### src/rtl/clock_adjust_ctrl.sv
// Time-of-day counter (BCD hh:mm:ss) with a key-driven field-adjust FSM
// and an inactivity timeout that drops back to run mode.
module clock_adjust_ctrl #(
    parameter int unsigned TIMEOUT_S = 10
) (
    input  logic       i_clk,
    input  logic       i_reset,
    input  logic       i_1hz_tick,
    input  logic       i_key_mode,
    input  logic       i_key_inc,
    output logic [3:0] o_hour_h,
    output logic [3:0] o_hour_l,
    output logic [3:0] o_minut_h,
    output logic [3:0] o_minut_l,
    output logic [3:0] o_second_h,
    output logic [3:0] o_second_l,
    output logic [1:0] o_adjust_cnt,
    output logic       o_day_pulse
);

    localparam int unsigned FIELD_W = 8;
    localparam int unsigned TO_W    = 8;
    localparam logic [TO_W:0] TO_LIMIT = (TO_W+1)'(TIMEOUT_S);
    localparam bit TO_EN = (TIMEOUT_S != 0);

    typedef enum logic [1:0] {
        RUN      = 2'b00,
        ADJ_SEC  = 2'b01,
        ADJ_MIN  = 2'b10,
        ADJ_HOUR = 2'b11
    } state_t;

    state_t              state_q, state_d;
    logic [FIELD_W-1:0]  sec_q, sec_d;
    logic [FIELD_W-1:0]  min_q, min_d;
    logic [FIELD_W-1:0]  hour_q, hour_d;
    logic                day_q, day_d;
    logic [TO_W-1:0]     to_q, to_d;

    // Two-digit BCD increment over 00..59 with wrap to 00.
    function automatic logic [FIELD_W-1:0] inc_sexa(input logic [FIELD_W-1:0] v);
        if (v[3:0] == 4'd9) begin
            if (v[7:4] == 4'd5) return 8'h00;
            return {v[7:4] + 4'd1, 4'd0};
        end
        return {v[7:4], v[3:0] + 4'd1};
    endfunction

    // Two-digit BCD increment over 00..23 with wrap to 00.
    function automatic logic [FIELD_W-1:0] inc_hour(input logic [FIELD_W-1:0] v);
        if (v == 8'h23) return 8'h00;
        if (v[3:0] == 4'd9) return {v[7:4] + 4'd1, 4'd0};
        return {v[7:4], v[3:0] + 4'd1};
    endfunction

    // State, time fields, day pulse and timeout counter registers.
    always_ff @(posedge i_clk) begin
        if (i_reset) begin
            state_q <= RUN;
            sec_q   <= '0;
            min_q   <= '0;
            hour_q  <= '0;
            day_q   <= 1'b0;
            to_q    <= '0;
        end else begin
            state_q <= state_d;
            sec_q   <= sec_d;
            min_q   <= min_d;
            hour_q  <= hour_d;
            day_q   <= day_d;
            to_q    <= to_d;
        end
    end

    // Next-state and datapath; the action is chosen by the state held before the edge.
    always_comb begin
        state_d = state_q;
        sec_d   = sec_q;
        min_d   = min_q;
        hour_d  = hour_q;
        day_d   = 1'b0;
        to_d    = to_q;

        case (state_q)
            RUN: begin
                to_d = '0;
                if (i_1hz_tick) begin
                    sec_d = inc_sexa(sec_q);
                    if (sec_q == 8'h59) begin
                        min_d = inc_sexa(min_q);
                        if (min_q == 8'h59) begin
                            hour_d = inc_hour(hour_q);
                            day_d  = (hour_q == 8'h23);
                        end
                    end
                end
                if (i_key_mode) state_d = ADJ_SEC;
            end
            default: begin
                if (i_key_mode) begin
                    to_d = '0;
                    case (state_q)
                        ADJ_SEC: state_d = ADJ_MIN;
                        ADJ_MIN: state_d = ADJ_HOUR;
                        default: state_d = RUN;
                    endcase
                end else if (i_key_inc) begin
                    to_d = '0;
                    case (state_q)
                        ADJ_SEC: sec_d  = inc_sexa(sec_q);
                        ADJ_MIN: min_d  = inc_sexa(min_q);
                        default: hour_d = inc_hour(hour_q);
                    endcase
                end else if (i_1hz_tick) begin
                    if (TO_EN && (({1'b0, to_q} + (TO_W+1)'(1)) == TO_LIMIT)) begin
                        state_d = RUN;
                        to_d    = '0;
                    end else begin
                        to_d = to_q + TO_W'(1);
                    end
                end
            end
        endcase
    end

    // Outputs come straight from the registers.
    assign o_hour_h     = hour_q[7:4];
    assign o_hour_l     = hour_q[3:0];
    assign o_minut_h    = min_q[7:4];
    assign o_minut_l    = min_q[3:0];
    assign o_second_h   = sec_q[7:4];
    assign o_second_l   = sec_q[3:0];
    assign o_adjust_cnt = state_q;
    assign o_day_pulse  = day_q;

endmodule

### config.mk
export PLATFORM = sky130hd
export DESIGN_NAME = clock_adjust_ctrl
export DESIGN_NICKNAME = d
export VERILOG_FILES = /design/src/rtl/clock_adjust_ctrl.sv
export SDC_FILE = /design/constraint.sdc
export NUM_CORES = 1
export LEC_CHECK = 0
export CORE_UTILIZATION = 50
export DETAILED_ROUTE_END_ITERATION = 10
export PLACE_DENSITY = 0.74
export RECOVER_POWER = 50
export SYNTH_ARGS = -nofsm -noshare
export SYNTH_HDL_FRONTEND = slang
export SYNTH_SLANG_ARGS = --single-unit
### constraint.sdc
create_clock -name i_clk -period 2.2 [get_ports i_clk]
set_input_delay 0.33 -clock i_clk [delete_from_list [all_inputs] [get_ports i_clk]]
set_output_delay 0.33 -clock i_clk [all_outputs]
set_load 0.05 [all_outputs]
* After elaboration in Yosys (flattened, before gate mapping)
Cells that the tools add are included.
W data, S select, Z words.
** Word-level totals
- Register bits after elaboration :: 35
- Latch bits :: 0
- RAM bits :: 0
- Memory bits (read-only) :: 0
- Input bits :: 5
- Output and inout bits :: 27
- Word-level logic and storage cells :: 159
- Memories :: 0
** Cells by class
- Add/sub/neg operators :: 8
- Multiply operators :: 0
- Divide/modulo/power cells :: 0
- Magnitude comparators :: 0
- Equal/unequal tests :: 21
- Shift operators :: 0
- Multiplexer cells :: 98
- Bitwise logic cells :: 4
- Reductions and logical operators :: 19
** Operators by type and width (number)
- $mux W8 :: 39
- $mux W1 :: 52
- $add A4 B1 Y4 const B :: 6
- $eq A8 B7 Y1 const B :: 2
- $ne A2 B2 Y1 const B :: 7
- $reduce_bool A2 Y1 :: 7
- $eq A4 B4 Y1 const B :: 3
- $mux W2 :: 6
- $reduce_and A6 Y1 :: 2
- $add A8 B1 Y9 const B :: 1
- $eq A9 B4 Y1 const B :: 1
- $add A8 B1 Y8 const B :: 1
- $eq A4 B3 Y1 const B :: 2
- $eq A8 B6 Y1 const B :: 1
- $reduce_and A4 Y1 :: 2
- $reduce_and A8 Y1 :: 1
- $reduce_and A7 Y1 :: 1
- $reduce_and A5 Y1 :: 1
- $reduce_or A5 Y1 :: 1
- $ne A2 B1 Y1 const B :: 2
- $not A1 Y1 :: 4
- $pmux W2 S2 :: 1
- $reduce_or A4 Y1 :: 1
- $ne A3 B3 Y1 const B :: 1
- 5 further kinds :: 5

* Logic depth before layout (Yosys ltp)
Gate-level depths: netlist of the first run.
- Word-level depth :: 17
- Depth in mapped cells :: 8
- Depth with buffers taken out :: 6

* Worst setup path after synthesis of the first run
OpenSTA, ideal clock, no wires.
- Path type :: flip-flop to flip-flop
- From :: register state_q[0], in the netlist o_adjust_cnt[0]
- To :: register sec_q[7]
- Arrival time :: 2.190 ns
- Data required time :: 2.130 ns
- Path slack :: -0.060 ns
- Stages on the path, launching flop included :: 8
- Buffers on the path :: 1
- Clock period less this slack :: 2.260 ns
- Cell sequence :: dfxtp_1 > inv_1 > ha_1 > buf_6 > and4bb_2 > o211ai_2 > or4_1 > a21oi_1
** On the way
- Longest elaborated chain between the ends :: 3
** RTL lines
- from (decl) :: RTL line 33 : state_t state_q, state_d;
- from (signal assigned) :: RTL line 66 : state_q <= state_d;
- $eq A2 B1 Y1 or $logic_not A2 Y1 (tied branches) :: RTL line 109, 84
- $reduce_bool A2 Y1 (no source line) (tied with other cells)
- $reduce_and A6 Y1 (no source line)
- to (signal assigned) :: RTL line 60 : sec_q <= '0;
- to (signal assigned) :: RTL line 67 : sec_q <= sec_d;
- to (decl) :: RTL line 34 : logic [FIELD_W-1:0] sec_q, sec_d;
Several ways; a longest one is shown, not always the timed one.
A chain may end at the register's enable or synchronous reset.

* Final worst setup path of the first run
- From :: register hour_q[0]
- To :: output o_hour_l[0]
** RTL lines
- from (decl) :: RTL line 36 : logic [FIELD_W-1:0] hour_q, hour_d;
- from (signal assigned) :: RTL line 69 : hour_q <= hour_d;
- to (decl) :: RTL line 12 : output logic [3:0] o_hour_l,
No word-level cell between the ends.

==> results of run 1 <==
==> cells by family after synthesis <==
family / count (synthesis)
muxes: 4
adders and majority gates: 11
DFF: 35
and+or+nand+nor: 113
AOI/OAI and AO/OA: 65
xor gates and xnor gates: 8
buffers and inverters: 23
==> registers in the layout, summed over array words and instances (netlist names) <==
name,count
hour_q,8
min_q,8
o_adjust_cnt,2
o_day_pulse,1
sec_q,8
to_q,8
==> through the flow <==
step                      std cells  hold WS (ps)  setup WS, ps
after floorplan                 259           517           134
after global placement          337           485           212
after detailed placement        337           490           162
after CTS                       345           502           222
after global routing            345           520          67.5
final                           345           498           227
==> synth_stat cells, types with 3 or more instances <==
cell | n | area, µm²
dfxtp_1 | 35 | 701
nor2_1 | 17 | 63.8
a21oi_1 | 16 | 80.1
nand2_1 | 15 | 56.3
o21ai_0 | 13 | 65.1
ha_1 | 11 | 138
inv_1 | 11 | 41.3
nand3_1 | 10 | 50.1
or3_1 | 9 | 56.3
a31oi_1 | 8 | 50.1
clkbuf_1 | 8 | 30.0
nor2b_1 | 8 | 50.1
and3_1 | 7 | 43.8
or4_1 | 7 | 52.6
and3b_1 | 6 | 52.6
nand4_1 | 6 | 37.5
nor3_1 | 6 | 30.0
mux2i_1 | 4 | 40.0
xnor2_1 | 4 | 35.0
xor2_1 | 4 | 35.0
and2_1 | 3 | 18.8
nand2b_1 | 3 | 18.8
o211ai_1 | 3 | 22.5
==> how the worst max path moves through the flow <==
stage,to,slack [ps],cells past startpoint
2_1_floorplan,sec_q[7],130,7
3_3_place_gp,sec_q[7],210,5
3_5_place_dp,sec_q[5],160,6
4_1_cts,o_hour_l[0],220,1
5_1_grt,to_q[3],70,5
6_report,o_hour_l[0],230,1
==> power groups by stage <==
stage               clock network (mW)  logic, mW  registers (mW)
finish                           0.512      0.110           0.652
global route                     0.550      0.120           0.653
CTS                              0.534      0.112           0.652
detailed placement                   0      0.112           0.666
global placement                     0      0.110           0.666
floorplan                            0     0.0557           0.686
==> metal layers <==
metal	wire (µm)	part of all wire [%]	track usage, %	vias up
li1	-	-	-	1025
met1	2290	49	28.5	943
met2	2120	46	36.8	46
met3	202	4.4	5.57	2
met4	27	0.58	7.81	0
met5	0	0	0	-
==> area by class of cell <==
type,instances,area [µm²]
tap,50,62.6
inverter,11,41.3
fill,360,1440
timing repair buffer,40,374
multi-input combinational,201,1360
clock buffer,8,100
sequential,35,703
==> summary.md, run 1 <==
| Metric | Value |
|---|---|
| Status | complete, no violations |
| CP Launch Type | flip-flop |
| Drt initial violations | 127 |
| Clock Skew | 3.36 ps |
| Hold path endpoint | hour_q[7] |
| CTS Buf Count | 5 |
| Synth Area in Compound Gates | 19.7% |
| Syn avg cell area | 8.35 µm² |
| Area Overhead vs Synth | 22.2% |
| R2r endpoint | to_q[3] |
| Routed via count | 2016 |
| Reg-to-Reg Start | to_q[1] |
| Largest delay share family, worst path | buffers and inverters |
| Die Area | 0.00459 mm² |
| Post-synth ARST share | 0% |
| Adder-cell area share of the yosys netlist | 6.36% |
| Most frequent cells in the layout | 33 x dfxtp_1, 17 x nor2_1, 16 x a21oi_1, 16 x dlygate4sd3_1 |
| Hold Fails Final Rpt | 0 |
| Min-Delay Path Depth | 2 |
| CTS Hold Buffers Added | 0 |
| Critical Path Fanout Max | 10 |
| Detailed Place HPWL | 3.26 mm |
| Post-Syn Area | 0.00216 mm² |
| Max-cap check violation count | 0 |
| Max IR drop VDD | 0.395 mV |
| Tot GR Track Use | 22.5% |
| Min-delay worst type | flip-flop to flip-flop |
| CTS root buf | clkbuf_8 |
| Tightest Pin Transition | 511 ps |
| Final worst path period need | 1970 ps |
| Commonest non-fill, non-tap cell in the layout | dfxtp_1 |
| Synth Area in XOR/XNOR | 3.24% |
| Post-route cell area | 0.00264 mm² |
| Die width | 67.8 µm |
| Hold_sp | hour_q[7] |
| Max Freq | 0.507 GHz |
| Crit path kind | flip-flop to primary output |
| CTS tree | yes |
| CP startpoint | hour_q[0] |
| Post-Synthesis Cells | 259 |
| RSZ-0062 raised after global routing | false |
| Pint | 969 µW |
| Drt wl/cell | 13.4 µm |
| Remaining DRCs | 0 |
| Setup_tns | 0 ps |
| Simple-gate share of the synthesized area | 32.0% |
| N_diodes | 0 |
| Crit path DAT | 1640 ps |
| Mux share of post-synthesis cell area | 1.85% |
| Worst R2R Setup Slack | 240 ps |
| Row count | 23 |
| Post-cts sizing count | 0 |
| Seq cells post-synth | 35 |
| Critical-path top delay cell | clkdlybuf4s50_1 |
| WP data required | 1870 ps |
| Clock Sinks | 35 |
| Initial core utilization | 52.9% |
| Layout cells sized above 1 | 8.81% |
| Reg2Reg Depth | 5 |
| Seq pwr share | 51.2% |
| Post-CTS Setup Repair Bufs | 0 |
| Top FF cell, synth | dfxtp_1 |
| Placed inst area | 0.00255 mm² |
| CP endpoint kind | primary output |
| Clock Power Share | 40.2% |
| CTS Buffer Depth | 2 |
| Slew margin rel. | 65.8% |
| Port Buffers | 31 |
| Detailed Route WL | 4.63 mm |
| Post-synth EDFFs | 0 |
| Sw Share | 23.9% |
| Ys Warns | 0 |
| Leakage power figure | 1.03 nW |
| Nets | 310 |
| Sw Pwr | 304 µW |
| Final Cycle Share | 89.7% |
| I/O Pins | 32 |
| Largest net degree at the start of global routing | 29 |
| WP buf/inv | 1 |
| Detailed Routing Iterations Pass 1 | 4 |
| Placeable Area | 0.00409 mm² |
| GRT overflow | 0 |
| Latest clock arrival within the worst-skew pair | 290 ps |
| GPL Wtd Cong | 0.867 |
| Combinational fraction of design power | 8.6% |
| Crit path largest cell delay | 860 ps |
| Synth cell types | 60 |
| PwrDens | 482 mW/mm² |
| Seq/Total Area, Yosys | 32.4% |
| Post-synth net total | 275 |
| Post-route ant nets | 0 |
| Final setup fails | 0 |
| Largest family of logic cells by synthesized area | simple AND/OR/NAND/NOR gates |
| Clk pin slew, worst setup/hold paths | 70 ps |
| First-pass GRT wire length | 7.87 mm |
| Avg Vias per Cell | 5.84 |
| Crit path cell chain | clkdlybuf4s50_1 |
| Final core utilization | 64.7% |
| Die Y | 67.8 µm |
| Vias in the first global route | 1759 |
| CTS H-Tree Depth | 2 |
| Initial antenna violation count | 0 |
| Overall power | 1.27 mW |
| Slew Limit Fails | 0 |
Power figures use the tool's default switching activity.
==> run 2: changes to the inputs <==
--- a/config.mk
+++ b/config.mk
@@ -9,6 +9,7 @@
 export DETAILED_ROUTE_END_ITERATION = 10
 export PLACE_DENSITY = 0.74
 export RECOVER_POWER = 50
+export REMOVE_ABC_BUFFERS = 1
 export SYNTH_ARGS = -nofsm -noshare
 export SYNTH_HDL_FRONTEND = slang
 export SYNTH_SLANG_ARGS = --single-unit
==> summary.md, run 2 (synthesis gave the netlist of run 1 again) <==
| Metric | Value |
|---|---|
| CTS Buf Count | 5 (unchanged) |
| Final Cycle Share | 91.1% (was 89.7%) |
| Tightest Pin Transition | 508 ps (was 511 ps) |
| Row count | 23 (unchanged) |
| Crit path DAT | 2230 ps (was 1640 ps) |
| Clock Skew | 2.71 ps (was 3.36 ps) |
| Slew margin rel. | 66.1% (was 65.8%) |
| Layout cells sized above 1 | 7.82% (was 8.81%) |
| Detailed Routing Iterations Pass 1 | 4 (unchanged) |
| Remaining DRCs | 0 (unchanged) |
| Initial core utilization | 52.9% (unchanged) |
| Post-route ant nets | 0 (unchanged) |
| Clock Power Share | 40.3% (was 40.2%) |
| CTS tree | yes (unchanged) |
| Critical Path Fanout Max | 11 (was 10) |
| Commonest non-fill, non-tap cell in the layout | dfxtp_1 (unchanged) |
| N_diodes | 0 (unchanged) |
| CTS root buf | clkbuf_8 (unchanged) |
| Die Y | 67.8 µm (unchanged) |
| I/O Pins | 32 (unchanged) |
| Seq pwr share | 51.0% (was 51.2%) |
| Die Area | 0.00459 mm² (unchanged) |
| RSZ-0062 raised after global routing | false (unchanged) |
| Worst R2R Setup Slack | 200 ps (was 240 ps) |
| Nets | 309 (was 310) |
| # placed instances | 336 (was 337) |
| Hold_sp | min_q[7] (was hour_q[7]) |
| Die width | 67.8 µm (unchanged) |
| PwrDens | 485 mW/mm² (was 482 mW/mm²) |
| Final core utilization | 64.5% (was 64.7%) |
| Sw Share | 24.2% (was 23.9%) |
| Most frequent cells in the layout | 35 x dfxtp_1, 17 x nor2_1, 17 x clkdlybuf4s50_1 (was 33 x dfxtp_1, 17 x nor2_1, 16 x a21oi_1, 16 x dlygate4sd3_1) |
| Port Buffers | 31 (unchanged) |
| Max IR drop VDD | 0.258 mV (was 0.395 mV) |
| Clk pin slew, worst setup/hold paths | 70 ps (about the same) |
| Vias in the first global route | 1707 (was 1759) |
| Post-CTS Setup Repair Bufs | 0 (unchanged) |
| Fillers | 365 (was 360) |
| Combinational fraction of design power | 8.7% (was 8.6%) |
| Finished Layout Cells | 344 (was 345) |
| WP data required | 2420 ps (was 1870 ps) |
| Drt wl/cell | 13.5 µm (was 13.4 µm) |
| Status | complete, no violations (unchanged) |
| Overall power | 1.28 mW (was 1.27 mW) |
| Reg-to-Reg Start | o_adjust_cnt[0] (was to_q[1]) |
| Register area | 701 µm² (was 703 µm²) |
| Crit path kind | flip-flop to flip-flop (was flip-flop to primary output) |
| Clock Sinks | 35 (unchanged) |
| Reg2Reg Depth | 7 (was 5) |
| Avg Vias per Cell | 5.87 (was 5.84) |
| Hold Fails Final Rpt | 0 (unchanged) |
| Tot GR Track Use | 22.4% (was 22.5%) |
| Largest net degree at the start of global routing | 29 (unchanged) |
| Final worst path period need | 2000 ps (was 1970 ps) |
| Multi-input logic area | 0.00137 mm² (was 0.00136 mm²) |
| Final hold slack | 501 ps (was 498 ps) |
| R2r endpoint | min_q[5] (was to_q[3]) |
| Drt initial violations | 140 (was 127) |
| Detailed Place HPWL | 3.29 mm (was 3.26 mm) |
| Hold path endpoint | min_q[7] (was hour_q[7]) |
| Leakage power figure | 1.01 nW (was 1.03 nW) |
| First-pass GRT wire length | 7.69 mm (was 7.87 mm) |
| Min-Delay Path Depth | 2 (unchanged) |
| CTS Buffer Depth | 2 (unchanged) |
| Detailed Route WL | 4.66 mm (was 4.63 mm) |
| Latest clock arrival within the worst-skew pair | 290 ps (about the same) |
| Post-cts sizing count | 0 (unchanged) |
| CP endpoint kind | flip-flop (was primary output) |
| Slew Limit Fails | 0 (unchanged) |
| Routed via count | 2020 (was 2016) |
| Pint | 968 µW (was 969 µW) |
| Placeable Area | 0.00409 mm² (unchanged) |
| Area Overhead vs Synth | 21.7% (was 22.2%) |
| CTS Hold Buffers Added | 0 (unchanged) |
| Initial antenna violation count | 0 (unchanged) |
| CTS H-Tree Depth | 2 (unchanged) |
| Max Freq | 0.499 GHz (was 0.507 GHz) |
| CP Launch Type | flip-flop (unchanged) |
| Sw Pwr | 309 µW (was 304 µW) |
| Min-delay worst type | flip-flop to flip-flop (unchanged) |
| GRT overflow | 0 (unchanged) |
| Max-cap check violation count | 0 (unchanged) |
| GPL Wtd Cong | 0.835 (was 0.867) |
| Final setup fails | 0 (unchanged) |
==> run 2: changes by cell type in the layout (fill, tap and decap cells not counted), sizes merged <==
cell,delta
buf,-2
clkdlybuf4s50,+2
dlygate4sd3,-2
clkbuf,+1
==> run 2: area by class of cell <==
type	instances	share of cell area (%)
Sequential cell	35	26.6
Inverter	11	1.57
Multi-Input combinational cell	201	51.9
Tap cell	50	2.38
Clock buffer	8	3.80
Timing Repair Buffer	39	13.8
==> run 2: worst max path at each step <==
stage | start | endpoint | slack (ps) | cells after the start
finish | o_adjust_cnt[0] | min_q[5] | 200 | 7
global route | o_adjust_cnt[1] | min_q[5] | 50 | 7
CTS | hour_q[0] | o_hour_l[0] | 230 | 1
detailed placement | i_key_mode | sec_q[7] | 140 | 5
global placement | i_key_mode | to_q[1] | 190 | 5
floorplan | o_adjust_cnt[0] | sec_q[7] | -30 | 6
==> run 2: layer usage <==
metal,up-vias,GRT usage (%),routed length (µm)
met5,-,0,0
met4,0,9.64,75
met3,7,5.24,168
met2,42,34.7,2130
met1,942,29.4,2290
li1,1029,-,-
==> run 2: power by group through the flow <==
stage | Combinational, mW | Clock [mW] | Sequential [mW]
finish | 0.111 | 0.514 | 0.651
global route | 0.120 | 0.549 | 0.652
CTS | 0.112 | 0.529 | 0.651
detailed placement | 0.111 | 0 | 0.665
global placement | 0.110 | 0 | 0.665
floorplan | 0.0425 | 0 | 0.686
==> run 2: metrics by stage <==
| step | setup TNS, ps | area [µm²] | setup WS [ps] |
|---|---|---|---|
| finish | 0 | 2630 | 196 |
| global route | 0 | 2630 | 52.7 |
| CTS | 0 | 2640 | 225 |
| detailed placement | 0 | 2540 | 143 |
| global placement | 0 | 2540 | 186 |
| floorplan | -42.8 | 2110 | -28.6 |
==> run 2: critical path: stages, from the launching register on <==
cell and delay (ps):
dfxtp_1 380, inv_1 80, ha_1 290, and4bb_2 350, a31oi_1 40, clkbuf_1 220, or4_1 440, a21oi_1 140
